**src/rtl/ram_arb_pkg.sv**
```systemverilog
// Shared types and constants for the single-port RAM arbiter.
// The command struct is sized for the widest supported RAM (32-bit address
// and data); the top zero-extends into it and slices back down.
package ram_arb_pkg;

  localparam int DEF_NUM_REQ = 2;
  localparam int MAX_NUM_REQ = 4;
  localparam int IDX_W       = 2;
  localparam int CMD_AW      = 32;
  localparam int CMD_DW      = 32;

  typedef struct packed {
    logic              we;
    logic [CMD_AW-1:0] addr;
    logic [CMD_DW-1:0] wdata;
    logic [IDX_W-1:0]  idx;
  } cmd_t;

endpackage

```
**src/rtl/rr_arbiter.sv**
```systemverilog
// Round-robin picker: one-hot grant to the first requester found when
// searching from one past the pointer and wrapping to index 0.
module rr_arbiter
  import ram_arb_pkg::*;
#(
  parameter int NUM_REQ = DEF_NUM_REQ
) (
  input  logic [NUM_REQ-1:0] req_i,
  input  logic [IDX_W-1:0]   ptr_i,
  output logic [NUM_REQ-1:0] grant_o
);

  logic found;

  // Two passes: indices above the pointer first, then the wrapped range.
  always_comb begin
    grant_o = '0;
    found   = 1'b0;
    for (int i = 0; i < NUM_REQ; i++) begin
      if (!found && req_i[i] && (i > int'(ptr_i))) begin
        grant_o[i] = 1'b1;
        found      = 1'b1;
      end
    end
    for (int i = 0; i < NUM_REQ; i++) begin
      if (!found && req_i[i] && (i <= int'(ptr_i))) begin
        grant_o[i] = 1'b1;
        found      = 1'b1;
      end
    end
  end

endmodule

```
**src/rtl/ram_sp_arbiter.sv**
```systemverilog
// Single-port RAM arbiter: round-robin among NUM_REQ requesters, one access
// per cycle. Pipeline: command stage drives the RAM, read stage waits for the
// registered RAM output, response stage presents rsp_valid/rsp_rdata.
// DATA_WIDTH and ADDR_WIDTH are limited to 32 by the shared command struct.
module ram_sp_arbiter
  import ram_arb_pkg::*;
#(
  parameter int DATA_WIDTH = 8,
  parameter int ADDR_WIDTH = 8,
  parameter int NUM_REQ    = DEF_NUM_REQ
) (
  input  logic                          clk,
  input  logic                          rst_n,
  input  logic                          arb_en,
  input  logic [NUM_REQ-1:0]            req_valid,
  input  logic [NUM_REQ-1:0]            req_we,
  input  logic [NUM_REQ*ADDR_WIDTH-1:0] req_addr,
  input  logic [NUM_REQ*DATA_WIDTH-1:0] req_wdata,
  output logic [NUM_REQ-1:0]            req_ready,
  output logic [NUM_REQ-1:0]            rsp_valid,
  output logic [DATA_WIDTH-1:0]         rsp_rdata,
  output logic [ADDR_WIDTH-1:0]         ram_address,
  output logic [DATA_WIDTH-1:0]         ram_data_in,
  output logic                          ram_write_en,
  output logic                          ram_chip_sel,
  input  logic [DATA_WIDTH-1:0]         ram_data_out
);

  logic [NUM_REQ-1:0]    grant;
  logic [IDX_W-1:0]      ptr_q, ptr_d;
  cmd_t                  cmd_q, cmd_d;
  logic                  cmd_vld_q, cmd_vld_d;
  logic                  rd_vld_q, rd_vld_d;
  logic [IDX_W-1:0]      rd_idx_q, rd_idx_d;
  logic [NUM_REQ-1:0]    rsp_valid_q, rsp_valid_d;
  logic [DATA_WIDTH-1:0] rsp_rdata_q, rsp_rdata_d;
  logic                  unused_cmd_bits;

  rr_arbiter #(.NUM_REQ(NUM_REQ)) u_rr (
    .req_i   (req_valid),
    .ptr_i   (ptr_q),
    .grant_o (grant)
  );

  // Acceptance is combinational; nothing is offered while disabled or in reset.
  always_comb begin
    req_ready = (arb_en && rst_n) ? grant : '0;
  end

  // Next-state for pointer and the three pipeline stages.
  always_comb begin
    cmd_vld_d = |req_ready;
    cmd_d     = cmd_q;
    ptr_d     = ptr_q;
    for (int i = 0; i < NUM_REQ; i++) begin
      if (req_ready[i]) begin
        cmd_d.we    = req_we[i];
        cmd_d.addr  = CMD_AW'(req_addr[i*ADDR_WIDTH +: ADDR_WIDTH]);
        cmd_d.wdata = CMD_DW'(req_wdata[i*DATA_WIDTH +: DATA_WIDTH]);
        cmd_d.idx   = IDX_W'(i);
        ptr_d       = IDX_W'(i);
      end
    end
    // Only reads travel past the command stage; writes finish at the RAM.
    rd_vld_d = cmd_vld_q && !cmd_q.we;
    rd_idx_d = cmd_q.idx;
    rsp_valid_d = '0;
    for (int i = 0; i < NUM_REQ; i++) begin
      rsp_valid_d[i] = rd_vld_q && (rd_idx_q == IDX_W'(i));
    end
    rsp_rdata_d = rd_vld_q ? ram_data_out : rsp_rdata_q;
  end

  // State registers; reset flushes everything in flight.
  always_ff @(posedge clk or negedge rst_n) begin
    if (!rst_n) begin
      ptr_q       <= IDX_W'(NUM_REQ - 1);
      cmd_vld_q   <= 1'b0;
      cmd_q       <= '0;
      rd_vld_q    <= 1'b0;
      rd_idx_q    <= '0;
      rsp_valid_q <= '0;
      rsp_rdata_q <= '0;
    end else begin
      ptr_q       <= ptr_d;
      cmd_vld_q   <= cmd_vld_d;
      cmd_q       <= cmd_d;
      rd_vld_q    <= rd_vld_d;
      rd_idx_q    <= rd_idx_d;
      rsp_valid_q <= rsp_valid_d;
      rsp_rdata_q <= rsp_rdata_d;
    end
  end

  assign ram_chip_sel = cmd_vld_q;
  assign ram_write_en = cmd_vld_q && cmd_q.we;
  assign ram_address  = cmd_q.addr[ADDR_WIDTH-1:0];
  assign ram_data_in  = cmd_q.wdata[DATA_WIDTH-1:0];
  assign rsp_valid    = rsp_valid_q;
  assign rsp_rdata    = rsp_rdata_q;

  // Upper struct bits beyond the configured widths are constant zero.
  assign unused_cmd_bits = ^{cmd_q.addr, cmd_q.wdata};

endmodule

```
**config.mk**
```make
export PLATFORM = sky130hd
export DESIGN_NAME = ram_sp_arbiter
export DESIGN_NICKNAME = d
export VERILOG_FILES = /design/src/rtl/ram_arb_pkg.sv /design/src/rtl/rr_arbiter.sv /design/src/rtl/ram_sp_arbiter.sv
export SDC_FILE = /design/constraint.sdc
export NUM_CORES = 1
export LEC_CHECK = 0
export CAP_MARGIN = 10
export CORE_MARGIN = 2
export CORE_UTILIZATION = 36
export DETAILED_ROUTE_END_ITERATION = 10
export PLACE_DENSITY = 0.85
export SETUP_SLACK_MARGIN = 0.4
export SLEW_MARGIN = 15
export SYNTH_ARGS = -nofsm -noshare
export SYNTH_HDL_FRONTEND = slang
export SYNTH_SLANG_ARGS = --single-unit
```
**constraint.sdc**
```tcl
create_clock -name clk -period 1.6 [get_ports clk]
set_input_delay 0.24 -clock clk [delete_from_list [all_inputs] [get_ports clk]]
set_output_delay 0.24 -clock clk [all_outputs]
set_load 0.02 [all_outputs]
```
==> run_summary.xml <==
<?xml version="1.0" encoding="UTF-8"?>
<metrics>
  <group name="cts">
    <metric name="ctsRootBufferMaster" unit="">sky130_fd_sc_hd__clkbuf_8</metric>
    <metric name="clkSlewWorstSetupHoldPaths" unit="ns">0.06</metric>
    <metric name="cts_tree" unit="">done</metric>
    <metric name="clk-insertion-delay-late" unit="ns">0.27</metric>
    <metric name="clkSinkCount" unit="">32</metric>
    <metric name="clockBufferDepth" unit="">2</metric>
    <metric name="number_of_buffers_inserted_during_clock_tree_synthesis" unit="">5</metric>
    <metric name="cts-htree-levels" unit="">2</metric>
  </group>
  <group name="critical_path">
    <metric name="reg2reg_depth" unit="">4</metric>
    <metric name="worst_path_max_delay_cell" unit="">sky130_fd_sc_hd__dfstp_2</metric>
    <metric name="timing.critical_path.arrival" unit="ns">1.25</metric>
    <metric name="worst_setup_ep_type" unit="">output port</metric>
    <metric name="path_depth" unit="">4</metric>
    <metric name="path_cells" unit="">and2_4 &gt; or2_4 &gt; inv_4 &gt; buf_6</metric>
    <metric name="critPathTopFamily" unit="">flip-flops</metric>
    <metric name="path_buf_inv" unit="">2</metric>
    <metric name="critical_path_required" unit="ns">1.36</metric>
    <metric name="critical_path_max_stage_delay" unit="ns">0.56</metric>
    <metric name="startpoint_type" unit="">flip-flop</metric>
    <metric name="timing_worst_setup_path_type" unit="">flip-flop to output port</metric>
    <metric name="worstPathMaxFanout" unit="">3</metric>
  </group>
  <group name="power_and_ir_drop">
    <metric name="overall_power" unit="W">0.00247</metric>
    <metric name="powerDensity" unit="nW/um^2">1070</metric>
    <metric name="ir_worst_vdd" unit="uV">610</metric>
    <metric name="power.static_leakage" unit="nW">1.02</metric>
  </group>
  <group name="finish">
    <metric name="nNetsFinal" unit="">249</metric>
    <metric name="mostFrequentLayoutCell" unit="">sky130_fd_sc_hd__clkdlybuf4s50_1</metric>
    <metric name="layout-drive-gt1-share" unit="%">29.6</metric>
    <metric name="insertedDiodeCount" unit="">0</metric>
    <metric name="final_cell_mix" unit="">42 x sky130_fd_sc_hd__clkdlybuf4s50_1, 31 x sky130_fd_sc_hd__dfrtp_1, 20 x sky130_fd_sc_hd__clkbuf_2, 19 x sky130_fd_sc_hd__nor2b_1</metric>
    <metric name="layout_overhead_on_the_synthesized_area" unit="%">46.5</metric>
    <metric name="final_cell_count_no_fill" unit="">255</metric>
  </group>
  <group name="floorplan">
    <metric name="pin_count" unit="">77</metric>
    <metric name="die_w" unit="um">70.2</metric>
    <metric name="die_area" unit="um^2">4930</metric>
    <metric name="floorplan.core_area" unit="um^2">4290</metric>
    <metric name="initial_utilization" unit="%">36.8</metric>
    <metric name="std_cell_rows" unit="">24</metric>
    <metric name="die_y" unit="um">70.2</metric>
  </group>
  <group name="yosys">
    <metric name="synth_cells" unit="">131</metric>
    <metric name="synth-seq-area-share" unit="%">50.8</metric>
    <metric name="synth.avg_cell_area" unit="um^2">12.1</metric>
    <metric name="netlist_area" unit="um^2">1580</metric>
    <metric name="yosysWarnings" unit="">0</metric>
    <metric name="synth.net_count" unit="">178</metric>
    <metric name="synth_seq_cells" unit="">32</metric>
    <metric name="synth.distinct_cells" unit="">18</metric>
  </group>
  <group name="global_route">
    <metric name="grt_usage" unit="%">15.5</metric>
    <metric name="grt_remaining_overflow" unit="">0</metric>
    <metric name="grt_pass1_vias" unit="">1273</metric>
    <metric name="grt_pass1_wl" unit="um">5950</metric>
    <metric name="initial_antenna_violation_count" unit="">0</metric>
    <metric name="largest_net_degree_at_the_start_of_global_routing" unit="">36</metric>
  </group>
  <group name="worst_hold_path">
    <metric name="min_delay_path_class" unit="">input pin to asynchronous set/reset pin</metric>
  </group>
  <group name="place">
    <metric name="placed_cells_incl_taps" unit="">244</metric>
    <metric name="preCtsSetupSlack" unit="ns">-0.452</metric>
    <metric name="place_congestion" unit="">0.778</metric>
    <metric name="port_buffers" unit="">76</metric>
    <metric name="dpl.hpwl" unit="um">2550</metric>
  </group>
  <group name="status">
    <metric name="outcome" unit="">completed</metric>
  </group>
  <group name="sta">
    <metric name="timing.max_slew.rel_slack" unit="%">74.6</metric>
    <metric name="timing.final.crit_period" unit="ns">1.49</metric>
    <metric name="setup_viol_count_final" unit="">0</metric>
    <metric name="report.final.slew_viol_count" unit="">0</metric>
    <metric name="fmax" unit="MHz">672</metric>
    <metric name="worst-slew-pin-transition" unit="ns">0.381</metric>
    <metric name="setup_ws" unit="ns">0.112</metric>
    <metric name="worst_clock_skew" unit="ns">0.00113</metric>
    <metric name="setup_repair_after_global_routing_missed_its_margin" unit="">true</metric>
    <metric name="hold_violations" unit="">0</metric>
    <metric name="fin_crit_sh" unit="%">93.0</metric>
  </group>
  <group name="routing">
    <metric name="drt_first_iter_violations" unit="">14</metric>
    <metric name="met2WireLength" unit="um">1840</metric>
    <metric name="met1Wirelength" unit="um">1510</metric>
    <metric name="post-route-drc-count" unit="">0</metric>
    <metric name="detailroute.via_count" unit="">1214</metric>
    <metric name="metal3_wl" unit="um">222</metric>
    <metric name="route.detailed.wl_per_inst" unit="um">14.2</metric>
    <metric name="via_per_inst" unit="">4.76</metric>
    <metric name="totalWireLength" unit="um">3620</metric>
    <metric name="max_layer_used" unit="">met4</metric>
    <metric name="antenna_violating_nets_post_route" unit="">0</metric>
    <metric name="drt_pre_antenna_iters" unit="">4</metric>
  </group>
  <group name="flow_run">
    <metric name="max-cap-violations" unit="">0</metric>
  </group>
</metrics>
## cell families (layout without fill, tap and decap cells)
family	Yosys count	count (layout)	synth area share, %
AND/OR/NAND/NOR	41	41	18.0
flip-flops	32	32	50.8
buffers and inverters	29	101	12.6
AO/OA/AOI/OAI	21	21	12.9
multiplexers	8	8	5.71
## tightest hold or removal path: stages
cell and delay (ns):
sky130_fd_sc_hd__buf_2 0.11, sky130_fd_sc_hd__buf_4 0.12, sky130_fd_sc_hd__buf_4 0.22
## per-stage QoR
stage                     cell area, um^2  TNS [ns]  util, %  hold WS [ns]
final                                2310         0     53.9        0.0510
after global routing                 2310         0     53.9        0.0608
after CTS                            2420         0     56.3        0.0365
after detailed placement             2310     -3.99     53.8         0.247
after global placement               2310     -3.47     53.8         0.250
after floorplan                      1590         0        -       -0.0556
## timing repair
item                                    in CTS  in global routing
endpoints found under the setup margin      49                 45
endpoints found under the hold margin       17                  0
pin swaps                                    2                  1
gates resized for setup                     79                 23
hold buffers                                 1                  0
buffers inserted                             1                  1
## layout make-up
| type | count | area, um^2 |
|---|---|---|
| Inverter | 3 | 13.8 |
| Timing Repair Buffer | 90 | 763 |
| Fill cell | 402 | 1980 |
| Tap cell | 52 | 65.1 |
| Multi-Input combinational cell | 70 | 589 |
| Clock buffer | 8 | 80.1 |
| Sequential cell | 32 | 802 |
## where the power goes
| part | total, W | leakage [nW] | switching [W] | internal [W] |
|---|---|---|---|---|
| sequential | 0.00107 | 0.386 | 0.0000865 | 0.000984 |
| combinational | 0.000824 | 0.594 | 0.000402 | 0.000422 |
| clock | 0.000575 | 0.0395 | 0.000267 | 0.000308 |
## registers in the layout, indices dropped and copies added (netlist names)
| signal | count |
|---|---|
| rd_idx_d | 1 |
| ram_chip_sel | 1 |
| rsp_valid | 2 |
| ram_address | 8 |
| ptr_q | 1 |
| rsp_rdata | 8 |
| rd_vld_q | 1 |
| cmd_q | 1 |
| ram_data_in | 8 |
| rd_idx_q | 1 |
## cells in the mapped netlist
master	n	area (um^2)
sky130_fd_sc_hd__o2111ai_1	1	8.76
sky130_fd_sc_hd__nor2b_1	19	119
sky130_fd_sc_hd__a21o_1	2	15.0
sky130_fd_sc_hd__nand3_2	1	10.0
sky130_fd_sc_hd__mux2_2	8	90.1
sky130_fd_sc_hd__buf_8	1	15.0
sky130_fd_sc_hd__nor3b_1	17	128
sky130_fd_sc_hd__clkbuf_1	6	22.5
sky130_fd_sc_hd__or2_1	1	6.26
sky130_fd_sc_hd__dfstp_2	1	26.3
sky130_fd_sc_hd__inv_1	3	11.3
sky130_fd_sc_hd__a311o_1	17	170
sky130_fd_sc_hd__and2_4	1	8.76
sky130_fd_sc_hd__dfrtp_1	31	776
sky130_fd_sc_hd__buf_6	2	22.5
sky130_fd_sc_hd__o211a_1	1	10.0
sky130_fd_sc_hd__buf_4	17	128
sky130_fd_sc_hd__and2_1	2	12.5
## path summary, 6_finish.rpt
path | startpoint | to | slack [ns]
worst max-delay path | ptr_q[0] | req_ready[1] | 0.11
worst min-delay path | rst_n | ram_data_in[2] | 0.05
worst max register to register | ptr_q[0] | ram_data_in[5] | 0.16
worst min register to register | rd_idx_d[0] | rd_idx_q[0] | 0.39
max in group asynchronous | rst_n | ram_address[2] | 0.90
min in group clk | rd_idx_d[0] | rd_idx_q[0] | 0.39
## layer usage
layer / vias to the layer above / GRT usage, %
li1: 591 / -
met1: 574 / 18.1
met5: - / 0
met2: 43 / 26.3
met4: 0 / 5.13
met3: 6 / 5.63
(Power assumes the default switching activity.)
